===== src/rtl/vdp_pkg.sv =====
// vdp_pkg: shared opcode, field-position and FSM-state constants for the video datapath.
package vdp_pkg;
  localparam logic [1:0] OP_NOP  = 2'b00;
  localparam logic [1:0] OP_ADD  = 2'b01;
  localparam logic [1:0] OP_JUMP = 2'b10;
  localparam int OP_HI  = 31;
  localparam int OP_LO  = 30;
  localparam int VAL_HI = 15;
  localparam logic [1:0] S_IDLE = 2'd0;
  localparam logic [1:0] S_LOAD = 2'd1;
  localparam logic [1:0] S_RUN  = 2'd2;
  localparam logic [1:0] S_HALT = 2'd3;
endpackage


===== src/rtl/program_sequencer_strobe_sync.sv =====
// strobe_sync: two-flop synchroniser for an asynchronous strobe plus a rising-edge pulse.
module strobe_sync (
  input  logic clk,
  input  logic rst_n,
  input  logic strobe,
  output logic pulse
);
  logic [2:0] s;
  always_ff @(posedge clk or negedge rst_n)
    if (!rst_n) s <= '0;
    else s <= {s[1:0], strobe};
  assign pulse = s[1] & ~s[2];
endmodule


===== src/rtl/program_sequencer.sv =====
// program_sequencer: captures assembler words into a program buffer and replays them
// to the execute stage over valid/ready, resolving JUMPs internally.
module program_sequencer import vdp_pkg::*; #(
  parameter int DEPTH = 16,
  parameter int AW    = $clog2(DEPTH)
) (
  input  logic          clk,
  input  logic          rst_n,
  input  logic          prog,
  input  logic [31:0]   inst,
  input  logic          store_clk,
  input  logic          run_start,
  output logic [31:0]   out_inst,
  output logic          out_valid,
  input  logic          out_ready,
  output logic [AW:0]   prog_len,
  output logic          full,
  output logic          overflow,
  output logic          jump_err,
  output logic          done
);
  logic [1:0]    state;
  logic [AW:0]   wr_ptr;
  logic [AW-1:0] pc;
  logic [31:0]   mem [DEPTH];
  logic          wr_pulse;
  strobe_sync u_sync (.clk(clk), .rst_n(rst_n), .strobe(store_clk), .pulse(wr_pulse));
  assign prog_len = wr_ptr;
  assign full     = wr_ptr == (AW+1)'(DEPTH);
  assign done     = state == S_HALT;
  logic          is_jump, jump_ok, last;
  logic [AW-1:0] target;
  assign is_jump = out_inst[OP_HI:OP_LO] == OP_JUMP;
  assign target  = out_inst[AW-1:0];
  assign jump_ok = ({1'b0, target} < wr_ptr) && (out_inst[VAL_HI:AW] == '0);
  assign last    = ({1'b0, pc} + 1'b1) == wr_ptr;
  always_ff @(posedge clk)
    if (state == S_LOAD && wr_pulse && !full) mem[wr_ptr[AW-1:0]] <= inst;
  always_ff @(posedge clk or negedge rst_n)
    if (!rst_n) begin
      state     <= S_IDLE;
      wr_ptr    <= '0;
      pc        <= '0;
      out_inst  <= '0;
      out_valid <= 1'b0;
      overflow  <= 1'b0;
      jump_err  <= 1'b0;
    end else begin
      case (state)
        S_LOAD: begin
          if (wr_pulse && full) overflow <= 1'b1;
          else if (wr_pulse) wr_ptr <= wr_ptr + 1'b1;
          if (!prog) state <= S_IDLE;
        end
        S_RUN: begin
          if (prog) begin
            state     <= S_LOAD;
            out_valid <= 1'b0;
            wr_ptr    <= '0;
            overflow  <= 1'b0;
          end else if (!out_valid) begin
            out_valid <= 1'b1;
            out_inst  <= mem[pc];
          end else if (out_ready) begin
            // each accepted word leaves one bubble cycle while the next word is read
            out_valid <= 1'b0;
            if (is_jump && jump_ok) pc <= target;
            else if (is_jump) begin
              jump_err <= 1'b1;
              state    <= S_HALT;
            end else if (last) state <= S_HALT;
            else pc <= pc + 1'b1;
          end
        end
        default: begin
          if (prog) begin
            state    <= S_LOAD;
            wr_ptr   <= '0;
            overflow <= 1'b0;
          end else if (run_start && wr_ptr != '0) begin
            state    <= S_RUN;
            pc       <= '0;
            jump_err <= 1'b0;
          end
        end
      endcase
    end
endmodule

===== config.mk =====
export PLATFORM = sky130hd
export DESIGN_NAME = program_sequencer
export DESIGN_NICKNAME = d
export VERILOG_FILES = /design/src/rtl/vdp_pkg.sv /design/src/rtl/program_sequencer_strobe_sync.sv /design/src/rtl/program_sequencer.sv
export SDC_FILE = /design/constraint.sdc
export NUM_CORES = 1
export LEC_CHECK = 0
export ABC_AREA = 1
export CAP_MARGIN = 15
export CORE_MARGIN = 5
export CORE_UTILIZATION = 50
export CTS_BUF_LIST = sky130_fd_sc_hd__clkbuf_16
export DETAILED_ROUTE_END_ITERATION = 8
export GPL_ROUTABILITY_DRIVEN = 0
export PLACE_DENSITY_LB_ADDON = 0.25
export SETUP_SLACK_MARGIN = 0.15
export SYNTH_ARGS = -nofsm -noshare
export SYNTH_HDL_FRONTEND = slang
export SYNTH_SLANG_ARGS = --single-unit

===== constraint.sdc =====
create_clock -name clk -period 8.15 [get_ports clk]
set_clock_uncertainty 0.05 [all_clocks]
set_input_delay 1.63 -clock clk [delete_from_list [all_inputs] [get_ports clk]]
set_output_delay 1.63 -clock clk [all_outputs]
set_load 0.02 [all_outputs]

==> flow_metrics.env, run 1 <==
export IMPL_fill_cells=3531
export IMPL_p_per_area_nw_per_um2=300
export IMPL_ys_seq_elements=561
export IMPL_fin_crit_sh_pct=48.5
export IMPL_worst_pin_slew_ns=1.14
export IMPL_required_ns=6.47
export IMPL_drv_slew=0
export IMPL_dp_cells=2387
export IMPL_track_usage_pct=22.4
export IMPL_hp_class="flop to flop"
export IMPL_cts_max_path_buffers=3
export IMPL_grt_ovfl_total=0
export IMPL_numClockSinks=561
export IMPL_critPathCaptureType="primary output"
export IMPL_portBuffers=79
export IMPL_synth_area_um2=22500
export IMPL_vias=14100
export IMPL_core_area_um2=44300
export IMPL_synthCells=1788
export IMPL_final_setup_tns_ns=0
export IMPL_post_cts_buffers=0
export IMPL_hold_buffers=0
export IMPL_wl_per_cell_um=22.3
export IMPL_period_needed_ns=3.96
export IMPL_synth_yosys_seq_area_share_pct=73.8
export IMPL_final_net_count=1901
export IMPL_grt_start_max_net_pins=187
export IMPL_rsz0062_at_grt="false"
export IMPL_drc_errors=0
export IMPL_antenna_found_initial=2
export IMPL_cts_root_buf="clkbuf_16"
export IMPL_ys_warn_count=0
export IMPL_yosys_cell_types_count=27
export IMPL_mostFrequentLayoutCell="edfxtp_1"
export IMPL_ant_nets=0
export IMPL_synthSimpleGateAreaFrac_pct=11.9
export IMPL_setup_violations_final=0
export IMPL_fp_dieH_um=222
export IMPL_synth_top_family_by_area="simple AND/OR/NAND/NOR gates"
export IMPL_layout_drive_gt1_share_pct=6.74
export IMPL_avgSynthCellArea_um2=12.6
export IMPL_p_leak_nw=9.10
export IMPL_htree_num_levels=2
export IMPL_syn_to_final_growth_pct=13.9
export IMPL_dp_hpwl_um=26900
export IMPL_clkLatencyLatePin_ns=0.59
export IMPL_fmax_mhz=253
export IMPL_die_w_um=222
export IMPL_peakVddDrop_mv=0.343
export IMPL_hold_viol_final=0
export IMPL_routed_via_density=5.66
export IMPL_die_area_um2=49300
export IMPL_pin_count=80
export IMPL_drt_initial_drc_count=1605
export IMPL_synth_adder_area_share_pct=0.612
export IMPL_synthXorXnorAreaFrac_pct=0
export IMPL_synth_nets=1837
export IMPL_crit_fanout=6
export IMPL_status="completed"
export IMPL_path_class="flop to primary output"
export IMPL_cap_violations=0
export IMPL_cp_start_kind="flop"
export IMPL_max_slew_margin_pct=24.1
export IMPL_final_cell_mix="edfxtp_1 (512), nand2_1 (384), nor2_1 (222)"
export IMPL_clkTransAtPathRegs_ns=0.06
export IMPL_grt_pass1_vias=13900
export IMPL_grt_pass1_wl_um=85100
export IMPL_rows=77
export IMPL_initial_core_util_pct=50.7
export IMPL_routed_wl_um=55600
export IMPL_synth_compound_area_share_pct=8.00
export IMPL_yosys_mux_area_fraction_pct=2.67
export IMPL_ctsResizeCount=0
export IMPL_fin_cells=2491
export IMPL_dr_pass1_iters=5
export IMPL_cts_buffers=55
export IMPL_cp_data_arrival_time_ns=2.28
export IMPL_cts_tree="built"
where the power goes:
part	switching [W]	leakage [nW]	internal, W
clock network	0.00103	0.940	0.00148
registers	0.000136	5.23	0.00326
logic	0.00118	2.93	0.000604
total	0.00234	9.10	0.00534
metrics by stage:
step / hold slack [ns] / util (%) / setup WS (ns) / power, W / cell area (um^2)
after floorplan: 0.281 / - / 4.32 / 0.00468 / 22500
after global placement: 0.287 / 53.7 / 4.25 / 0.00520 / 23800
after detailed placement: 0.286 / 53.7 / 4.23 / 0.00523 / 23800
after CTS: 0.301 / 57.8 / 4.16 / 0.00772 / 25600
after global routing: 0.305 / 57.8 / 4.04 / 0.00807 / 25600
final: 0.298 / 57.8 / 4.19 / 0.00769 / 25600
area by class of cell:
| type | instances | area [um^2] | area share, % |
|---|---|---|---|
| Antenna cell | 1 | 2.50 | 0.00977 |
| Sequential cell | 561 | 16600 | 64.8 |
| Inverter | 32 | 126 | 0.493 |
| Multi-Input combinational cell | 1096 | 5340 | 20.9 |
| Tap cell | 592 | 741 | 2.89 |
| Clock buffer | 57 | 1430 | 5.57 |
| Timing Repair Buffer | 106 | 1000 | 3.91 |
| Clock inverter | 46 | 373 | 1.46 |
routing by layer:
layer,share of wire (%),up-vias,track usage [%]
met1,43,6967,31.6
met2,48,526,36.8
met4,2.5,4,6.22
met3,7.0,104,3.38
li1,-,6507,-
met5,0.038,-,0
synthesized netlist by cell type:
library cell	count	area [um^2]
a21boi_0	4	30.0
a21oi_1	72	360
a22o_1	2	17.5
buf_1	4	15.0
buf_2	35	175
buf_4	4	30.0
buf_6	14	158
buf_8	1	15.0
clkbuf_1	41	154
dfrtp_1	49	1230
edfxtp_1	512	15400
ha_1	11	138
inv_1	29	109
inv_2	3	11.3
mux2i_1	60	601
nand2_1	386	1450
nand2_2	1	6.26
nand2_4	2	22.5
nand3_1	50	250
nand4_1	4	25.0
nor2_1	234	878
nor2_2	1	6.26
nor2_4	1	11.3
nor3_1	6	30.0
o21ai_0	163	816
o21ai_1	35	175
o22ai_1	64	400
registers in the layout (all words and copies together), names as in the netlist:
name,count
out_valid,1
mem,512
u_sync.s,3
prog_len,5
out_inst,32
state,2
jump_err,1
pc,4
overflow,1
cell families after synthesis:
kind of cell | after synthesis
fa+ha+maj | 11
mux | 60
compound gates | 340
flops | 561
buf+inv | 131
simple gates | 685
final timing paths:
kind,cells after the start,endpoint,slack [ns],start
setup reg to reg,8,out_inst[12]$_DFFE_PN0P_,4.99,pc[0]$_DFFE_PN0P_
hold / removal,0,u_sync.s[1]$_DFF_PN0_,0.30,u_sync.s[0]$_DFF_PN0_
hold reg to reg,0,u_sync.s[1]$_DFF_PN0_,0.30,u_sync.s[0]$_DFF_PN0_
max in group asynchronous,2,pc[0]$_DFFE_PN0P_,6.25,rst_n
setup / recovery,5,full,4.19,prog_len[1]$_DFFE_PN0P_
min in group asynchronous,2,out_inst[22]$_DFFE_PN0P_,1.18,rst_n
worst max-delay path: stages, from the launching register on:
cell	delay (ns)
dfrtp_1	0.45
inv_1	0.18
ha_1	0.24
nand3_1	0.11
inv_1	0.09
clkdlybuf4s50_1	0.61
Note: power is estimated with default switching activity, not from simulation.
==> inputs of run 2 (changes only) <==
==> constraint.sdc (replaced) <==
create_clock -name clk -period 3.75 [get_ports clk]
set_clock_uncertainty 0.05 [all_clocks]
set_input_delay 0.75 -clock clk [delete_from_list [all_inputs] [get_ports clk]]
set_output_delay 0.75 -clock clk [all_outputs]
set_load 0.02 [all_outputs]
==> run 2 against run 1 <==
Net effect:
- worst setup slack worse by 3.5 ns
- die area unchanged
- core utilization about the same
- non-clock buffer count up 7
- wire length down 3.5%
- sequential share of layout area about the same
- critical path depth unchanged
- hold slack worse by 0.019 ns
- via count down 0.46%
- sequential power up 120%
- register-to-register slack worse by 4.2 ns
==> flow_metrics.env, run 2 (synthesis results as in run 1) <==
export IMPL_status="completed"
export IMPL_cp_startpoint="prog_len[1]$_DFFE_PN0P_"
export IMPL_pin_count=80
export IMPL_routed_wl_um=53600
export IMPL_p_leak_nw=9.11
export IMPL_power_share_clock_pct=31.3
export IMPL_cp_start_kind="flop"
export IMPL_core_area_um2=44300
export IMPL_cts_tree="built"
export IMPL_cp_common_cell="inv_1"
export IMPL_clkTransAtPathRegs_ns=0.06
export IMPL_syn_to_final_growth_pct=14.0
export IMPL_rows=77
export IMPL_fmax_mhz=324
export IMPL_wl_per_cell_um=21.5
export IMPL_post_cts_buffers=0
export IMPL_grt_pass1_wl_um=83100
export IMPL_antenna_found_initial=0
export IMPL_post_dp_cell_area_um2=24000
export IMPL_largest_reg_flops=512
export IMPL_drv_slew=0
export IMPL_grt_pass1_vias=13800
export IMPL_dp_hpwl_um=29800
export IMPL_routed_via_density=5.63
export IMPL_cts_max_path_buffers=3
export IMPL_cp_data_arrival_time_ns=2.29
export IMPL_die_w_um=222
export IMPL_hold_buffers=0
export IMPL_grt_ovfl_total=0
export IMPL_fill_cells=3532
export IMPL_fin_crit_sh_pct=82.3
export IMPL_cap_violations=0
export IMPL_rsz0062_at_grt="false"
export IMPL_track_usage_pct=21.6
export IMPL_path_buf_inv=3
export IMPL_ant_nets=0
export IMPL_numClockSinks=561
export IMPL_initial_core_util_pct=50.7
export IMPL_layout_drive_gt1_share_pct=6.99
export IMPL_slowest_stage="clkdlybuf4s50_1"
export IMPL_path_class="flop to primary output"
export IMPL_dr_pass1_iters=5
export IMPL_r2r_setup_slack_ns=0.83
export IMPL_hold_viol_final=0
export IMPL_critPathTopFamily="buffers and inverters"
export IMPL_crit_fanout=6
export IMPL_portBuffers=79
export IMPL_setup_violations_final=0
export IMPL_critPathCaptureType="primary output"
export IMPL_vias=14000
export IMPL_clkLatencyLatePin_ns=0.59
export IMPL_ctsResizeCount=0
export IMPL_worst_pin_slew_ns=1.01
export IMPL_max_slew_margin_pct=32.4
export IMPL_drc_errors=0
export IMPL_final_net_count=1909
export IMPL_final_cell_mix="edfxtp_1 (512), nand2_1 (384), nor2_1 (222)"
export IMPL_p_sw_share_pct=31.1
export IMPL_p_per_area_nw_per_um2=639
export IMPL_htree_num_levels=2
export IMPL_required_ns=2.95
export IMPL_hp_class="input port to async pin"
export IMPL_peakVddDrop_mv=1.10
export IMPL_p_int_w=0.0113
export IMPL_grt_start_max_net_pins=146
export IMPL_r2r_start="prog_len[0]$_DFFE_PN0P_"
export IMPL_comb_power_share_pct=23.9
export IMPL_hold_ws_ns=0.279
export IMPL_fp_dieH_um=222
export IMPL_mostFrequentLayoutCell="edfxtp_1"
export IMPL_drt_initial_drc_count=1585
export IMPL_p_sw_w=0.00509
export IMPL_period_needed_ns=3.09
export IMPL_cp_cell_sequence="inv_1 > ha_1 > nand3_1 > inv_1 > clkdlybuf4s50_1"
export IMPL_cts_root_buf="clkbuf_16"
export IMPL_p_seq_share_pct=44.8
export IMPL_cts_buffers=56
export IMPL_die_area_um2=49300
export IMPL_final_area_um2=25600
export IMPL_crit_path_max_incr_delay_ns=0.61
[run 2: cell types whose count changed in the layout (fill, tap and decap cells not counted), sizes merged]
| cell | previous run | this run |
|---|---|---|
| bufinv | 7 | 2 |
| clkinv | 23 | 21 |
| inv | 48 | 53 |
| buf | 28 | 35 |
[run 2: path summary, 6_finish.rpt]
| path | end | cells past startpoint |
|---|---|---|
| max reg2reg | mem[1][16]$_DFFE_PP_ | 8 |
| min in group clk | u_sync.s[2]$_DFF_PN0_ | 0 |
| max | full | 5 |
| min | out_inst[27]$_DFFE_PN0P_ | 1 |
| min reg2reg | u_sync.s[2]$_DFF_PN0_ | 0 |
| max in group asynchronous | out_inst[11]$_DFFE_PN0P_ | 2 |
[run 2: metrics by stage]
stage	setup TNS [ns]	setup WS, ns	utilization, %	power [W]	cells
2_1_floorplan	-7.39	-0.0770	-	0.0102	1788
3_3_place_gp	0	0.890	54.1	0.0113	2394
3_5_place_dp	0	0.806	54.1	0.0114	2394
4_1_cts	0	0.663	57.8	0.0165	2495
5_1_grt	0	0.582	57.8	0.0172	2495
6_report	0	0.662	57.8	0.0164	2496
[run 2: cell type report]
type                    count  area [um^2]  share of cell area, %
flip-flops and latches    561        16600                   64.8
multi-input cells        1096         5340                   20.8
clock buffers              57         1430                   5.57
repair buffers            113         1150                   4.50
well taps                 592          741                   2.89
clock inverters            44          238                  0.928
inverters                  32          125                  0.488
diodes                      1         2.50                0.00976
[run 2: power by group through the flow]
stage	clock [W]	sequential (W)	combinational [W]
2_1_floorplan	0	0.00757	0.00259
3_3_place_gp	0	0.00746	0.00387
3_5_place_dp	0	0.00746	0.00393
4_1_cts	0.00520	0.00734	0.00395
5_1_grt	0.00550	0.00736	0.00435
6_report	0.00512	0.00734	0.00392
[run 2: metal layers]
metal | GRT usage (%) | vias up | wire length, um
met5 | 0 | - | 0
met4 | 6.12 | 0 | 1340
met3 | 4.08 | 97 | 3760
met2 | 34.3 | 493 | 25300
met1 | 31.0 | 6947 | 23300
li1 | - | 6506 | -
